==> config.mk <==
export PLATFORM = sky130hd
export DESIGN_NAME = pmod_jstk_responder
export DESIGN_NICKNAME = d
export VERILOG_FILES = /design/src/rtl/pmod_jstk_responder_pkg.sv /design/src/rtl/pmod_jstk_responder_sync_edge_detect.sv /design/src/rtl/pmod_jstk_responder.sv
export SDC_FILE = /design/constraint.sdc
export NUM_CORES = 1
export LEC_CHECK = 0
export ABC_AREA = 1
export CAP_MARGIN = 20
export CELL_PAD_IN_SITES_DETAIL_PLACEMENT = 1
export CELL_PAD_IN_SITES_GLOBAL_PLACEMENT = 1
export CORE_MARGIN = 2
export CORE_UTILIZATION = 38
export DETAILED_ROUTE_END_ITERATION = 7
export GPL_ROUTABILITY_DRIVEN = 1
export PLACE_DENSITY = 0.85
export SLEW_MARGIN = 25
export SYNTH_ARGS = -nofsm -noshare
export SYNTH_HDL_FRONTEND = slang
export SYNTH_SLANG_ARGS = --single-unit
export TNS_END_PERCENT = 50
==> constraint.sdc <==
create_clock -name board_clk -period 1.9 [get_ports board_clk]
set_clock_uncertainty 0.05 [all_clocks]
set_input_delay 0.285 -clock board_clk [delete_from_list [all_inputs] [get_ports board_clk]]
set_output_delay 0.285 -clock board_clk [all_outputs]
set_load 0.01 [all_outputs]
==> src/rtl/pmod_jstk_responder_pkg.sv <==
// Shared definitions for the PmodJSTK responder: frame geometry,
// responder state encoding and the frame packing helper.
package jstk_pkg;

    localparam int unsigned JSTK_NUM_BYTES     = 5;
    localparam int unsigned JSTK_FRAME_W       = 40;
    localparam int unsigned JSTK_CMD_VALID_BIT = 7;

    typedef enum logic [1:0] {
        IDLE,
        ACTIVE,
        COMPLETE
    } jstk_state_e;

    // Byte order on the wire: X low, X high, Y low, Y high, buttons.
    function automatic logic [JSTK_FRAME_W-1:0] jstk_pack(
        input logic [9:0] x,
        input logic [9:0] y,
        input logic [2:0] btn
    );
        return {x[7:0], 6'b0, x[9:8], y[7:0], 6'b0, y[9:8], 5'b0, btn};
    endfunction

endpackage

==> src/rtl/pmod_jstk_responder_sync_edge_detect.sv <==
// Multi-flop synchronizer for an asynchronous input, with single-cycle
// rise/fall pulses derived from the synchronized level.
// The chain resets to 0, so a line already high at reset release yields a
// rise pulse and a line already low yields nothing.
module sync_edge_detect #(
    parameter int unsigned SYNC_STAGES = 2
) (
    input  logic board_clk,
    input  logic reset,
    input  logic din,
    output logic rise,
    output logic fall
);

    logic [SYNC_STAGES-1:0] sync_q;
    logic [SYNC_STAGES-1:0] sync_d;
    logic                   prev_q;
    logic                   prev_d;

    // Next values of the synchronizer chain and the delayed level.
    always_comb begin
        sync_d = {sync_q[SYNC_STAGES-2:0], din};
        prev_d = sync_q[SYNC_STAGES-1];
    end

    // Synchronizer and edge-history registers.
    always_ff @(posedge board_clk or posedge reset) begin
        if (reset) begin
            sync_q <= '0;
            prev_q <= 1'b0;
        end else begin
            sync_q <= sync_d;
            prev_q <= prev_d;
        end
    end

    assign rise = sync_q[SYNC_STAGES-1] & ~prev_q;
    assign fall = ~sync_q[SYNC_STAGES-1] & prev_q;

endmodule

==> src/rtl/pmod_jstk_responder.sv <==
// SPI mode-0 slave emulating a PmodJSTK joystick: returns X, Y and buttons
// in a 5-byte frame and latches the LED command byte from the master.
// Optional build macro JSTK_TRISTATE_EN adds a miso_oe output for an
// external tristate buffer.
module pmod_jstk_responder
    import jstk_pkg::*;
#(
    parameter int unsigned SYNC_STAGES = 2,
    parameter logic        IDLE_MISO   = 1'b0
) (
    input  logic       board_clk,
    input  logic       reset,
    input  logic       sclk,
    input  logic       ss_n,
    input  logic       mosi,
    output logic       miso,
    input  logic [9:0] x_pos,
    input  logic [9:0] y_pos,
    input  logic [2:0] buttons,
    output logic [1:0] led,
    output logic       frame_done,
`ifdef JSTK_TRISTATE_EN
    output logic       frame_error,
    output logic       miso_oe
`else
    output logic       frame_error
`endif
);

    logic sck_rise;
    logic sck_fall;
    logic ss_rise;
    logic ss_fall;

    sync_edge_detect #(.SYNC_STAGES(SYNC_STAGES)) u_sclk_sync (
        .board_clk (board_clk),
        .reset     (reset),
        .din       (sclk),
        .rise      (sck_rise),
        .fall      (sck_fall)
    );

    sync_edge_detect #(.SYNC_STAGES(SYNC_STAGES)) u_ss_sync (
        .board_clk (board_clk),
        .reset     (reset),
        .din       (ss_n),
        .rise      (ss_rise),
        .fall      (ss_fall)
    );

    // mosi needs only the level, aligned with the sclk synchronizer depth.
    logic [SYNC_STAGES-1:0] mosi_sync_q;
    logic [SYNC_STAGES-1:0] mosi_sync_d;
    logic                   mosi_s;

    jstk_state_e             state_q,      state_d;
    logic [JSTK_FRAME_W-1:0] tx_q,         tx_d;
    logic [7:0]              rx_q,         rx_d;
    logic [2:0]              bit_cnt_q,    bit_cnt_d;
    logic [2:0]              byte_cnt_q,   byte_cnt_d;
    logic [1:0]              led_q,        led_d;
    logic                    miso_q,       miso_d;
    logic                    frame_done_q, frame_done_d;
    logic                    frame_error_q, frame_error_d;

    assign mosi_s = mosi_sync_q[SYNC_STAGES-1];

    // Frame sequencing: state transitions, shift registers, counters, outputs.
    always_comb begin
        mosi_sync_d   = {mosi_sync_q[SYNC_STAGES-2:0], mosi};
        state_d       = state_q;
        tx_d          = tx_q;
        rx_d          = rx_q;
        bit_cnt_d     = bit_cnt_q;
        byte_cnt_d    = byte_cnt_q;
        led_d         = led_q;
        miso_d        = miso_q;
        frame_done_d  = 1'b0;
        frame_error_d = 1'b0;

        // Deselect outranks any sclk edge in the same cycle.
        if (ss_rise) begin
            if (state_q == ACTIVE && byte_cnt_q < 3'(JSTK_NUM_BYTES)) begin
                frame_error_d = 1'b1;
            end
            state_d = IDLE;
            miso_d  = IDLE_MISO;
        end else begin
            case (state_q)
                IDLE: begin
                    miso_d = IDLE_MISO;
                    if (ss_fall) begin
                        state_d    = ACTIVE;
                        tx_d       = jstk_pack(x_pos, y_pos, buttons);
                        rx_d       = '0;
                        bit_cnt_d  = '0;
                        byte_cnt_d = '0;
                        miso_d     = tx_d[JSTK_FRAME_W-1];
                    end
                end
                ACTIVE: begin
                    if (sck_rise) begin
                        rx_d      = {rx_q[6:0], mosi_s};
                        bit_cnt_d = bit_cnt_q + 3'd1;
                        if (bit_cnt_q == 3'd7) begin
                            byte_cnt_d = byte_cnt_q + 3'd1;
                            if (byte_cnt_q == 3'd0 && rx_d[JSTK_CMD_VALID_BIT]) begin
                                led_d = rx_d[1:0];
                            end
                            if (byte_cnt_d == 3'(JSTK_NUM_BYTES)) begin
                                frame_done_d = 1'b1;
                                state_d      = COMPLETE;
                            end
                        end
                    end else if (sck_fall) begin
                        tx_d = {tx_q[JSTK_FRAME_W-2:0], 1'b0};
                    end
                    miso_d = (state_d == COMPLETE) ? 1'b0 : tx_d[JSTK_FRAME_W-1];
                end
                COMPLETE: begin
                    miso_d = 1'b0;
                end
                default: begin
                    state_d = IDLE;
                    miso_d  = IDLE_MISO;
                end
            endcase
        end
    end

    // State and datapath registers.
    always_ff @(posedge board_clk or posedge reset) begin
        if (reset) begin
            mosi_sync_q   <= '0;
            state_q       <= IDLE;
            tx_q          <= '0;
            rx_q          <= '0;
            bit_cnt_q     <= '0;
            byte_cnt_q    <= '0;
            led_q         <= 2'b00;
            miso_q        <= IDLE_MISO;
            frame_done_q  <= 1'b0;
            frame_error_q <= 1'b0;
        end else begin
            mosi_sync_q   <= mosi_sync_d;
            state_q       <= state_d;
            tx_q          <= tx_d;
            rx_q          <= rx_d;
            bit_cnt_q     <= bit_cnt_d;
            byte_cnt_q    <= byte_cnt_d;
            led_q         <= led_d;
            miso_q        <= miso_d;
            frame_done_q  <= frame_done_d;
            frame_error_q <= frame_error_d;
        end
    end

    assign miso        = miso_q;
    assign led         = led_q;
    assign frame_done  = frame_done_q;
    assign frame_error = frame_error_q;

`ifdef JSTK_TRISTATE_EN
    assign miso_oe = (state_q != IDLE);
`endif

endmodule

### Yosys cells after proc, flatten, opt, wreduce, memory -nomap -nowiden

Cells that the tools add are included.

| storage, ports and cells | value |
|---|---|
| flip-flop bits (word level) | 68 |
| bits in latches | 0 |
| memory bits (writable) | 0 |
| memory bits (read-only) | 0 |
| bits of input ports | 28 |
| output and inout port bits | 5 |
| word-level logic and storage cells | 82 |
| memories kept | 0 |

| operators by class | value |
|---|---|
| add/subtract/negate cells | 2 |
| $mul | 0 |
| div/mod/pow operators | 0 |
| $lt $le $gt $ge | 1 |
| eq/ne operators | 12 |
| shift operators | 0 |
| mux-type cells | 32 |
| bitwise logic cells | 9 |
| reduce and logical (&&, ||, !) cells | 11 |

Operator list:

| kind | count |
|---|---|
| $mux 40 | 3 |
| $pmux 40 s2 | 1 |
| $reduce_and 5->1 | 3 |
| $mux 2 | 7 |
| $mux 7 | 2 |
| $pmux 7 s2 | 1 |
| $mux 3 | 4 |
| $pmux 3 s2 | 2 |
| $mux 1 | 10 |
| $ne 2x2->1 const B | 5 |
| $add 3x1->3 const B | 2 |
| $eq 3x3->1 const B | 2 |
| $pmux 2 s3 | 1 |
| $not 1->1 | 5 |
| $and 1x1->1 | 4 |
| $eq 2x2->1 const B | 2 |
| $reduce_and 4->1 | 1 |
| $logic_not 3->1 | 1 |
| $lt 3x3->1 const B | 1 |
| $ne 3x3->1 const B | 1 |
| $reduce_and 3->1 | 1 |
| $eq 2x1->1 const B | 1 |
| $logic_and 1x1->1 | 2 |
| $logic_not 2->1 | 1 |
| 4 further kinds | 4 |

### Depth between registers and ports, before layout

| depth | value |
|---|---|
| word-level depth | 11 |
| depth in mapped cells | 9 |
| gate-level depth less buffers | 9 |

### By module

From an unflattened synthesis, not the netlist that was laid out.

| unflattened totals | value |
|---|---|
| cell total of the unflattened synthesis | 337 |
| area total of the unflattened synthesis | 2989.1 um^2 |

Modules (own cells, without submodules):

| module | instances | cells each | area an instance (um^2) | sequential area each (um^2) |
|---|---|---|---|---|
| pmod_jstk_responder | 1 | 321 | 2801.4 | 1551.5 |
| sync_edge_detect | 2 | 8 | 93.8 | 75.1 |

### Worst setup path after synthesis

Ideal clock, no wire load.

| timing path | value |
|---|---|
| path kind | reg-to-reg |
| start point | register u_ss_sync.prev_q |
| end point | register tx_q[38] |
| setup time | 0.121 ns |
| arrival time | 1.326 ns |
| data required time | 1.729 ns |
| slack | 0.404 ns |
| cell stages (with the launch flop) | 8 |
| buffers on the path | 2 |
| clock period less this slack | 1.496 ns |
| cell sequence | dfrtp_1 > ha_1 > o21ai_1 > nor2_4 > buf_6 > buf_6 > nand2_1 > nand2_1 |

| between the ends | value |
|---|---|
| cells in the longest elaborated chain, start to end | 4 |
| elaborated cells on any way between the ends | 6 |
| those cells by class | eq/ne: 1; bitwise: 4; reduce/logical: 1 |

Ends and longest elaborated chain:

| item | RTL line | RTL |
|---|---|---|
| start: declaration | pmod_jstk_responder_sync_edge_detect.sv:17 | `logic prev_q;` |
| start signal: assignment | pmod_jstk_responder_sync_edge_detect.sv:33 | `prev_q <= prev_d;` |
| parallel branches: the longest is 3 deep, another holds $ne 2x2->1 | - |  |
| $reduce_and 5->1 (no line) * | - |  |
| end signal: assignment | pmod_jstk_responder.sv:147 | `tx_q <= tx_d;` |
| end: declaration | pmod_jstk_responder.sv:57 | `logic [JSTK_FRAME_W-1:0] tx_q, tx_d;` |

Every way passes the cells marked *.
A chain may end at the register's enable or synchronous reset.

### Final worst setup path

| timing path | value |
|---|---|
| start point | register u_ss_sync.prev_q |
| end point | register tx_q[28] |

The elaborated chain is that of the path after synthesis.

==> results.json <==
{
  "final_cell_mix": "nand2_1 (83), dfrtp_1 (68), inv_1 (51), o21ai_0 (47), clkdlybuf4s50_1 (32)",
  "cp_common_cell": "inv_1",
  "critPathTopFamily": "simple AND/OR/NAND/NOR gates",
  "grt_pass1_vias": 2545,
  "place.gp.congestion": 0.798,
  "post-route-period-util": 0.906,
  "cts_sinks": 68,
  "clockBufferDepth": 2,
  "maxCapViolations": 0,
  "vias": 2330,
  "seq_area_frac_synth": 0.572,
  "cp.required_ps": 2100,
  "portBuffers": 32,
  "drive_above_1_share": 0.0907,
  "num_antenna_cells": 0,
  "worstPathArrival_ps": 1920,
  "slew_headroom": 0.649,
  "post-dp-hpwl_um": 4890,
  "critPathMaxFanout": 17,
  "clock-root-buffer": "clkbuf_8",
  "grt_overflow": 0,
  "r2r-start": "u_ss_sync.prev_q",
  "postSynthAreaPerCell_um2": 8.91,
  "syn_inst": 334,
  "hold_ws_ps": 285,
  "grt_first_pass_wirelength_um": 12400,
  "setup_ws_ps": 178,
  "fillCellCount": 874,
  "p_leak_uw": 0.00168,
  "die_h_um": 92.5,
  "htree_levels": 3,
  "cp_slowest_cell": "dfrtp_1",
  "die_area_um2": 8550,
  "routed_via_density": 4.88,
  "rsz0062_at_grt": "yes",
  "grt_max_degree": 60,
  "startpoint": "u_ss_sync.prev_q",
  "drt_iter0_drc": 79,
  "p_per_area_nw_per_um2": 1050,
  "cts_setup_buffers": 0,
  "drc": 0,
  "critPathCaptureType": "flip-flop",
  "critPathKind": "flip-flop to flip-flop",
  "synth_cell_type_count": 22,
  "initial_core_util": 0.389,
  "maxSlewViolCount": 0,
  "final_common_cell": "nand2_1",
  "synth_fp_nets": 369,
  "rows": 32,
  "power_uw": 3890,
  "worstSetupStartpointType": "flip-flop",
  "wl_um": 7100,
  "outcome": "complete, no violations",
  "hold_class": "input port to async pin",
  "die_w_um": 92.5,
  "core_area_um2": 7650,
  "clk_pin_slew_ps": 70,
  "insertion_delay_ps": 340,
  "final.setup.tns_ps": 0,
  "synth_area_um2": 2980,
  "synth_warnings": 0,
  "tightest_slew_ps": 525,
  "pre_cts_slack_ps": 89.4,
  "crit_path_cell_trace": "inv_1 > ha_1 > inv_1 > nand2_1 > nor2_4 > nand3_4 > o22ai_1",
  "synth_seq_cells": 68,
  "antenna_found_initial": 0,
  "setup_viol": 0,
  "cp_num_buf_inv": 2,
  "cts_tree": "done",
  "min_period_ps": 1720,
  "track_usage": 0.186,
  "final_nets": 406,
  "cts_made_buffers": 9,
  "wl_per_cell_um": 14.9,
  "max_stage_delay_ps": 350,
  "drtAntennaViolNets": 0,
  "first_pass_iters": 4,
  "hold_viol_final": 0,
  "ios": 33,
  "peakVddDrop_uv": 444,
  "areaGrowthSynthToFinish_pct": 25.1,
  "max_freq_mhz": 581
}
[cells by family (layout without fill, tap and decap cells)]
group / count (synthesis) / count (layout) / synth area share
adders and majority gates: 7 / 7 / 0.0294
xor gates and xnor gates: 1 / 1 / 0.00294
and+or+nand+nor: 114 / 114 / 0.164
DFF: 68 / 68 / 0.572
AOI/OAI and AO/OA: 78 / 78 / 0.140
buffers and inverters: 66 / 107 / 0.0925
[worst paths after layout]
check / slack, ps / depth (start not counted) / endpoint
worst min-delay path: 280 / 2 / tx_q[37]
min in group board_clk: 300 / 0 / u_sclk_sync.sync_q[1]
worst max register to register: 180 / 7 / tx_q[28]
worst min register to register: 300 / 0 / u_sclk_sync.sync_q[1]
worst max-delay path: 180 / 7 / tx_q[28]
max in group asynchronous: 1030 / 3 / tx_q[32]
[through the flow]
stage	instance area, um2	util	std cells
2_1_floorplan	2980	-	334
3_3_place_gp	3440	0.450	462
3_5_place_dp	3440	0.450	462
4_1_cts	3700	0.484	477
5_1_grt	3720	0.487	477
6_report	3720	0.487	477
[what timing repair did]
| item | 4_1_cts | 5_1_grt |
|---|---|---|
| endpoints found under the setup margin | 0 | 21 |
| hold buffers | 0 | 0 |
| resized for setup | 0 | 4 |
[sequential cells by signal, summed over array words and instances, names as in the netlist, 2 cells and up]
signal              count
bit_cnt_q               3
byte_cnt_q              3
led                     2
mosi_sync_q             2
rx_q                    7
state_q                 2
tx_q                   40
u_sclk_sync.sync_q      2
u_ss_sync.sync_q        2
[where the power goes]
part           total [uW]  internal (uW)  switching (uW)
registers            1720           1640            80.9
clock network        1570           1000             567
logic                 608            236             373
[Yosys cell counts, drive strengths merged]
master  instances  area, um2
o21ai          58        294
nand3          13       70.1
dfrtp          68       1700
nor2           15       83.8
buf            11       67.6
xor2            1       8.76
o22ai          17        106
a21oi           3       15.0
nor3            2       10.0
nand2          84        323
inv            53        199
clkbuf          2       8.75
ha              7       87.6
[layer usage]
| metal | up-vias | global-route usage | part of all wire |
|---|---|---|---|
| met4 | 0 | 0.0821 | 0.022 |
| li1 | 1136 | - | - |
| met5 | - | 0 | 0 |
| met2 | 31 | 0.311 | 0.52 |
| met1 | 1146 | 0.231 | 0.44 |
| met3 | 17 | 0.0407 | 0.025 |
[cell type report]
cell class                 count  area [um2]  share of cell area
inverter                      53         203              0.0545
clock inverter                 6         136              0.0366
clock buffer                   9         124              0.0333
multi-input combinational    200        1020               0.274
sequential                    68        1700               0.457
timing repair buffer          39         410               0.110
tap                          102         128              0.0343
(Power assumes the default switching activity.)
